[config.mk]
export PLATFORM = sky130hd
export DESIGN_NAME = serial_adder
export DESIGN_NICKNAME = d
export VERILOG_FILES = /design/src/rtl/serial_arith_pkg.sv /design/src/rtl/full_adder.sv /design/src/rtl/serial_adder.sv
export SDC_FILE = /design/constraint.sdc
export NUM_CORES = 1
export LEC_CHECK = 0
export CAP_MARGIN = 10
export CORE_MARGIN = 4
export CORE_UTILIZATION = 44
export DETAILED_ROUTE_END_ITERATION = 12
export PLACE_DENSITY = 0.71
export SLEW_MARGIN = 20
export SYNTH_ARGS = -nofsm -noshare
export SYNTH_HDL_FRONTEND = slang
export SYNTH_SLANG_ARGS = --single-unit
[constraint.sdc]
create_clock -name clk -period 1.3 [get_ports clk]
set_clock_uncertainty 0.05 [all_clocks]
set_input_delay 0.13 -clock clk [delete_from_list [all_inputs] [get_ports clk]]
set_output_delay 0.13 -clock clk [all_outputs]
set_load 0.05 [all_outputs]
[src/rtl/serial_arith_pkg.sv]
// Shared definitions for the bit-serial arithmetic datapaths: FSM state
// encoding and the bit-counter width helper.
package serial_arith_pkg;

   typedef enum logic [1:0] {
      IDLE = 2'd0,
      RUN  = 2'd1,
      DONE = 2'd2
   } state_t;

   // Counter must index bits 0..w-1; never narrower than one bit.
   function automatic int cnt_width(input int w);
      return (w <= 2) ? 1 : $clog2(w);
   endfunction

endpackage

[src/rtl/full_adder.sv]
// Single-bit combinational full adder used as the serial adder's bit cell.
module full_adder (
   input  logic x,
   input  logic y,
   input  logic ci,
   output logic s,
   output logic co
);

   assign s  = x ^ y ^ ci;
   assign co = (x & y) | (x & ci) | (y & ci);

endmodule

[src/rtl/serial_adder.sv]
// Bit-serial LSB-first adder: one full-adder cell, a registered carry and
// shift registers, sequenced by an IDLE/RUN/DONE controller.
module serial_adder
   import serial_arith_pkg::*;
#(
   parameter int WIDTH = 8
) (
   input  logic             clk,
   input  logic             rst_n,
   input  logic             start,
   input  logic [WIDTH-1:0] a,
   input  logic [WIDTH-1:0] b,
   input  logic             cin,
   output logic             busy,
   output logic             done,
   output logic [WIDTH-1:0] sum,
   output logic             cout,
   output state_t           state_dbg
);

   // Handshake: start is sampled only in IDLE; an accepted start latches
   // a/b/cin and raises busy for WIDTH cycles, then done pulses for one
   // cycle with sum/cout valid and held until the next accepted start.
   // start seen in RUN or DONE is dropped, never queued.

   localparam int CW = cnt_width(WIDTH);

   state_t           state_q, state_d;
   logic [CW-1:0]    cnt_q;
   logic             carry_q;
   logic [WIDTH-1:0] shift_a_q, shift_b_q, sum_q;
   logic             cout_q;
   logic             fa_s, fa_co;
   logic             last_bit;

   assign last_bit = (cnt_q == CW'(WIDTH - 1));

   full_adder u_fa (
      .x  (shift_a_q[0]),
      .y  (shift_b_q[0]),
      .ci (carry_q),
      .s  (fa_s),
      .co (fa_co)
   );

   always_ff @(posedge clk or negedge rst_n) begin
      if (!rst_n) begin
         state_q <= IDLE;
      end else begin
         state_q <= state_d;
      end
   end

   always_comb begin
      state_d = state_q;
      case (state_q)
         IDLE:    if (start) state_d = RUN;
         RUN:     if (last_bit) state_d = DONE;
         DONE:    state_d = IDLE;
         default: state_d = IDLE;
      endcase
   end

   always_ff @(posedge clk or negedge rst_n) begin
      if (!rst_n) begin
         cnt_q     <= '0;
         carry_q   <= 1'b0;
         shift_a_q <= '0;
         shift_b_q <= '0;
         sum_q     <= '0;
         cout_q    <= 1'b0;
      end else begin
         case (state_q)
            IDLE: begin
               if (start) begin
                  shift_a_q <= a;
                  shift_b_q <= b;
                  carry_q   <= cin;
                  cnt_q     <= '0;
               end
            end
            RUN: begin
               // Result fills from the MSB so bit 0 lands in place after WIDTH shifts.
               sum_q     <= {fa_s, sum_q[WIDTH-1:1]};
               shift_a_q <= {1'b0, shift_a_q[WIDTH-1:1]};
               shift_b_q <= {1'b0, shift_b_q[WIDTH-1:1]};
               carry_q   <= fa_co;
               cnt_q     <= cnt_q + CW'(1);
               if (last_bit) cout_q <= fa_co;
            end
            default: ;
         endcase
      end
   end

   assign busy      = (state_q == RUN);
   assign done      = (state_q == DONE);
   assign sum       = sum_q;
   assign cout      = cout_q;
   assign state_dbg = state_q;

endmodule

* Yosys cells after proc, flatten, opt, wreduce, memory -nomap -nowiden
Cells that the tools add are included.
Widths: inputs -> output; s select.
** Storage, ports and cells
- Register bits :: 31
- Input bits :: 20
- Output and inout bits :: 13
- Logic and storage cells :: 36
** Cells by class
- $add $sub $neg :: 1
- Eq/ne operators :: 5
- Muxes and demuxes :: 11
- Bitwise logic cells :: 7
- Reductions and logical operators :: 5
** Operators with widths (number)
- $pmux 8 s2 :: 2
- $mux 8 :: 2
- $pmux 3 s2 :: 1
- $reduce_and 2->1 :: 3
- $mux 2 :: 2
- $pmux 2 s2 :: 1
- $add 3x1->3 const B :: 1
- $and 1x1->1 :: 3
- $eq 3x3->1 const B :: 1
- $mux 3 :: 1
- $eq 2x1->1 const B :: 1
- $eq 2x2->1 const B :: 1
- $logic_not 2->1 :: 1
- $ne 2x1->1 const B :: 1
- $ne 2x2->1 const B :: 1
- $or 1x1->1 :: 2
- $pmux 1 s2 :: 1
- $reduce_bool 2->1 :: 1
- $xor 1x1->1 :: 2
- $mux 1 :: 1

* Logic depth before layout (Yosys ltp)
- Depth after elaboration :: 4
- Gate-level depth with buffers :: 5
- Depth with buffers taken out :: 4

* Hierarchy
Synthesis repeated with hierarchy kept, for this count alone.
** Unflattened totals
- Cells, all modules :: 138
- Area total of the unflattened synthesis :: 1388.8 µm²
** By module, submodules not included
- serial_adder :: times used 1, cells an instance 137, area each 1368.8 µm², seq. area each 775.7 µm²
- full_adder :: times used 1, cells an instance 1, area each 20.0 µm², seq. area each 0.0 µm²

* Least setup slack after synthesis
OpenSTA, ideal clock, no wires.
- Kind :: register -> output
- Start :: reg state_q[1], in the netlist state_dbg[1]
- End :: out done
- Arrival time :: 1880 ps
- Required time :: 1120 ps
- Path slack :: -760 ps
- Stages on the path, launching flop included :: 4
- Path buffers :: 2
- Path through :: dfrtp_1 > buf_2 > buf_2 > nor2b_1
** Between the ends
- Longest elaborated chain between the ends :: 1
** Ends and longest elaborated chain
- start, declared :: line serial_adder.sv:28 : state_t state_q, state_d;
- start signal, assigned :: line serial_adder.sv:50 : state_q <= state_d;
- $eq 2x2->1 :: line serial_adder.sv:97 : assign done = (state_q == DONE);
- end, declared :: line serial_adder.sv:15 : output logic done,
Every way passes these cells.

* Worst setup path in the final report
- Start :: reg state_q[0], in the netlist state_dbg[0]
- End :: reg shift_b_q[2]
** Between the ends
- Longest elaborated chain between the ends :: 3
- Elaborated cells on any way between the ends :: 6
- Classes of those cells :: eq/ne (2); mux (1); reduce/logical (3)
** Ends and longest elaborated chain
- $eq 2x1->1 or $logic_not 2->1 (tied branches) :: line serial_adder.sv:73 : case (state_q)
- $reduce_bool 2->1 (no source line) or $ne 2x2->1 (tied branches)
- $reduce_and 2->1 (no source line)
- end signal, assigned :: line serial_adder.sv:86 : shift_b_q <= {1'b0, shift_b_q[WIDTH-1:1]};
- end, declared :: line serial_adder.sv:31 : logic [WIDTH-1:0] shift_a_q, shift_b_q, sum_q;
Several ways; a longest one is shown, not always the timed one.
A chain may end at the register's enable or synchronous reset.

==> results.md <==
- Cells after synthesis: 112
- Root buffer cell: clkbuf_4
- Failing checks: negative setup slack
- Hold crit path type: input port to asynchronous set/reset pin
- ANT nets after route: 0
- Mapped cell area: roughly 1500 um^2
- Drt drc: 0
- Hold Slack: 0.130 ns
- Setup_tns: -2.36 ns
- TritonCTS Buffers: 5
- Largest net degree at the start of global routing: 32
- Synthesized flop and latch total: 31
- Max Cap Viol: 0
- First-pass GRT wire length: ~6100 um
- Synth Net Count: 135
- Die Width: 65.8 um
- CP required: 1.47 ns
- Pre-CTS setup slack: -0.319 ns
- Max Freq: 670 MHz
- Share of the yosys chip area belonging to registers: 52.7%
- Routed vias/inst: 5.53
- Kind of end point of the critical path: flop
- Leak pwr: 1.04 nW
- Crit path kind: flop to flop
- Layout cell share with drive strength beyond 1: 51.5%
- Final Max Slew Viols: 0
- Final wirelength: 3940 um
- WL/cell: 18.5 um
- CTS H-tree lvls: 2
- VDD IR-drop max: 1180 uV
- Antenna diodes: 0
- Post-synthesis cell type count: 27
- DRT iter0 DRCs: 36
- Port-buffer cells: 32
- Worst-Skew Late Latency: 0.32 ns
- Cts hold-fix bufs: 0
- Status: finished, violations left
- Final setup margin: -0.194 ns
- Remaining global-route overflow: 0
- Area growth syn-to-layout: 63.9%
- Hpwl dp: 2220 um
- Synth warn: 0
- Syn Area/Cell: 13.1 um^2
- Final nets: 191
- Placer Congestion: between 0.7 and 0.8
- Startpoint types: flop
- Post-layout minimum cycle time: 1.49 ns
- Utilization after layout: 77.1%
- Vias: 1178
- Number of global-route vias before repair: 1226
- # rows: 20
- Final number of hold-violating endpoints: 0
- CTS tree: built
- Worst rel slew slack: approximately two thirds
- Initial Util: between 40% and 50%
- IO Pins: 33
- Period utilization: 115%
- Drt pass-1 iters: 4
- Die area: 4330 um^2
- RSZ-0062 raised after global routing: true
- Deepest clock path buffer count: 2
- Clk sinks: 31
- DIE HEIGHT: 65.8 um
- Worst-margin pin slew: approximately 0.53 ns
- PD cells: 2590 nW/um^2
- Maximum fanout along the worst path: 5
- Critical path data arrival time: 1.66 ns
- GRT Util Overall: 19.3%
- Core area: ~3100 um^2
- Cell Count, Final, Fillers Out: ~210
- Setup violations, final: 22
- Fill cells: approximately 190
- Clock Pin Slew Worst Setup and Hold Paths: 0.11 ns
- Initial antenna violation count: 0
- Placed cells: 191
-- final cells by class --
class / instances / area, um^2 / share of cell area (%)
multi-input combinational: 62 / 733 / 30.4
clock buffer: 6 / 51.3 / 2.13
timing repair buffer: 59 / 722 / 29.9
tap: 44 / 55.1 / 2.28
inverter: 9 / 37.5 / 1.56
clock inverter: 2 / 35.0 / 1.45
sequential: 31 / 778 / 32.3
-- power by group --
part | switching, mW | leakage (nW) | total, mW | internal, mW
clock | 0.334 | 0.0482 | 0.789 | 0.455
sequential | 0.407 | 0.364 | 1.84 | 1.43
combinational | 1.64 | 0.630 | 3.63 | 1.99
total | 2.39 | 1.04 | 6.26 | 3.87
-- Yosys cell counts (all sizes together) --
master  count  share of area, %
buf         8               4.2
inv         9               2.3
nand2b      1              0.43
nor2b       1              0.43
a211oi      5               2.6
a21oi       1              0.34
o221a       8               6.1
dfrtp      31                53
o21ba       1              0.68
a211o       1              0.60
o21bai      1              0.51
clkbuf      3              0.77
nand3b      1              0.51
or4b        8               5.4
fa          1               1.4
nor4b       7               4.2
a221oi      2               1.2
a22o        2               1.2
a21o        1              0.51
mux2        9               6.9
mux2i       1              0.68
nor3b       6               3.1
and4bb      2               1.7
ha          2               1.7
-- layer usage --
metal	GRT usage (%)	part of all wire (%)	vias to the layer above
met5	0	0	-
met4	7.77	0.91	0
met3	5.44	3.9	6
met2	33.4	53	35
met1	22.4	42	598
li1	-	-	539
-- cell usage in the layout (no fill, tap or decap), types with 2 or more instances in the layout --
cell | netlist | routed
clkdlybuf4s50_1 | 0 | 18
a211oi_2 | 0 | 2
nor4b_2 | 0 | 2
o21ba_4 | 0 | 2
a211oi_1 | 5 | 3
a22o_1 | 2 | 2
a221oi_2 | 0 | 2
buf_6 | 1 | 7
inv_1 | 9 | 8
dfrtp_2 | 0 | 2
buf_8 | 1 | 2
nor3b_1 | 6 | 6
clkbuf_4 | 0 | 5
buf_4 | 2 | 16
o221a_2 | 8 | 7
or4b_1 | 8 | 7
and4bb_2 | 2 | 2
mux2_2 | 9 | 8
nor4b_1 | 7 | 3
nor4b_4 | 0 | 2
buf_12 | 0 | 15
dfrtp_1 | 31 | 29
-- state kept, by name, indices dropped and copies added, names as in the netlist --
| signal | flops |
|---|---|
| shift_b_q | 8 |
| cnt_q | 3 |
| carry_q | 1 |
| state_dbg | 2 |
| sum | 8 |
| cout | 1 |
| shift_a_q | 8 |
-- worst max-delay path, cell delays in order, from the launching register on --
cell     delay [ns]
dfrtp_2        0.45
buf_12         0.15
buf_4          0.14
or4b_1         0.48
o221a_2        0.14
-- cells by family after synthesis --
kind of cell	synth area share, %
flip-flops	52.7
multiplexers	7.57
buffers and inverters	7.23
AO/OA/AOI/OAI	13.7
adder cells (fa/ha/maj)	3.06
AND/OR/NAND/NOR	15.7
-- stage by stage --
stage / total power, mW / area [um^2]
after floorplan: 3.52 / 1490
after global placement: 4.67 / 2030
after detailed placement: 4.79 / 2030
after CTS: 6.00 / 2320
after global routing: 6.58 / 2410
final: 6.26 / 2410
-- final timing paths --
path	end	depth (start not counted)	slack, ns	from
worst min-delay path	cnt_q[2]	2	0.13	rst_n
worst max-delay path	shift_b_q[2]	4	-0.19	state_dbg[0]
worst min register to register	shift_a_q[7]	1	0.47	shift_a_q[7]
worst max register to register	shift_b_q[2]	4	-0.19	state_dbg[0]
min in group clk	shift_a_q[7]	1	0.47	shift_a_q[7]
max in group asynchronous	state_dbg[0]	2	0.88	rst_n
-- repair_timing --
item                                    in CTS  in global routing
gates resized for setup                     23                 13
endpoints found under the setup margin      26                 26
cloned                                       1                  1
setup buffers                               10                  3
pin swaps                                    6                  4
(Power assumes the default switching activity.)
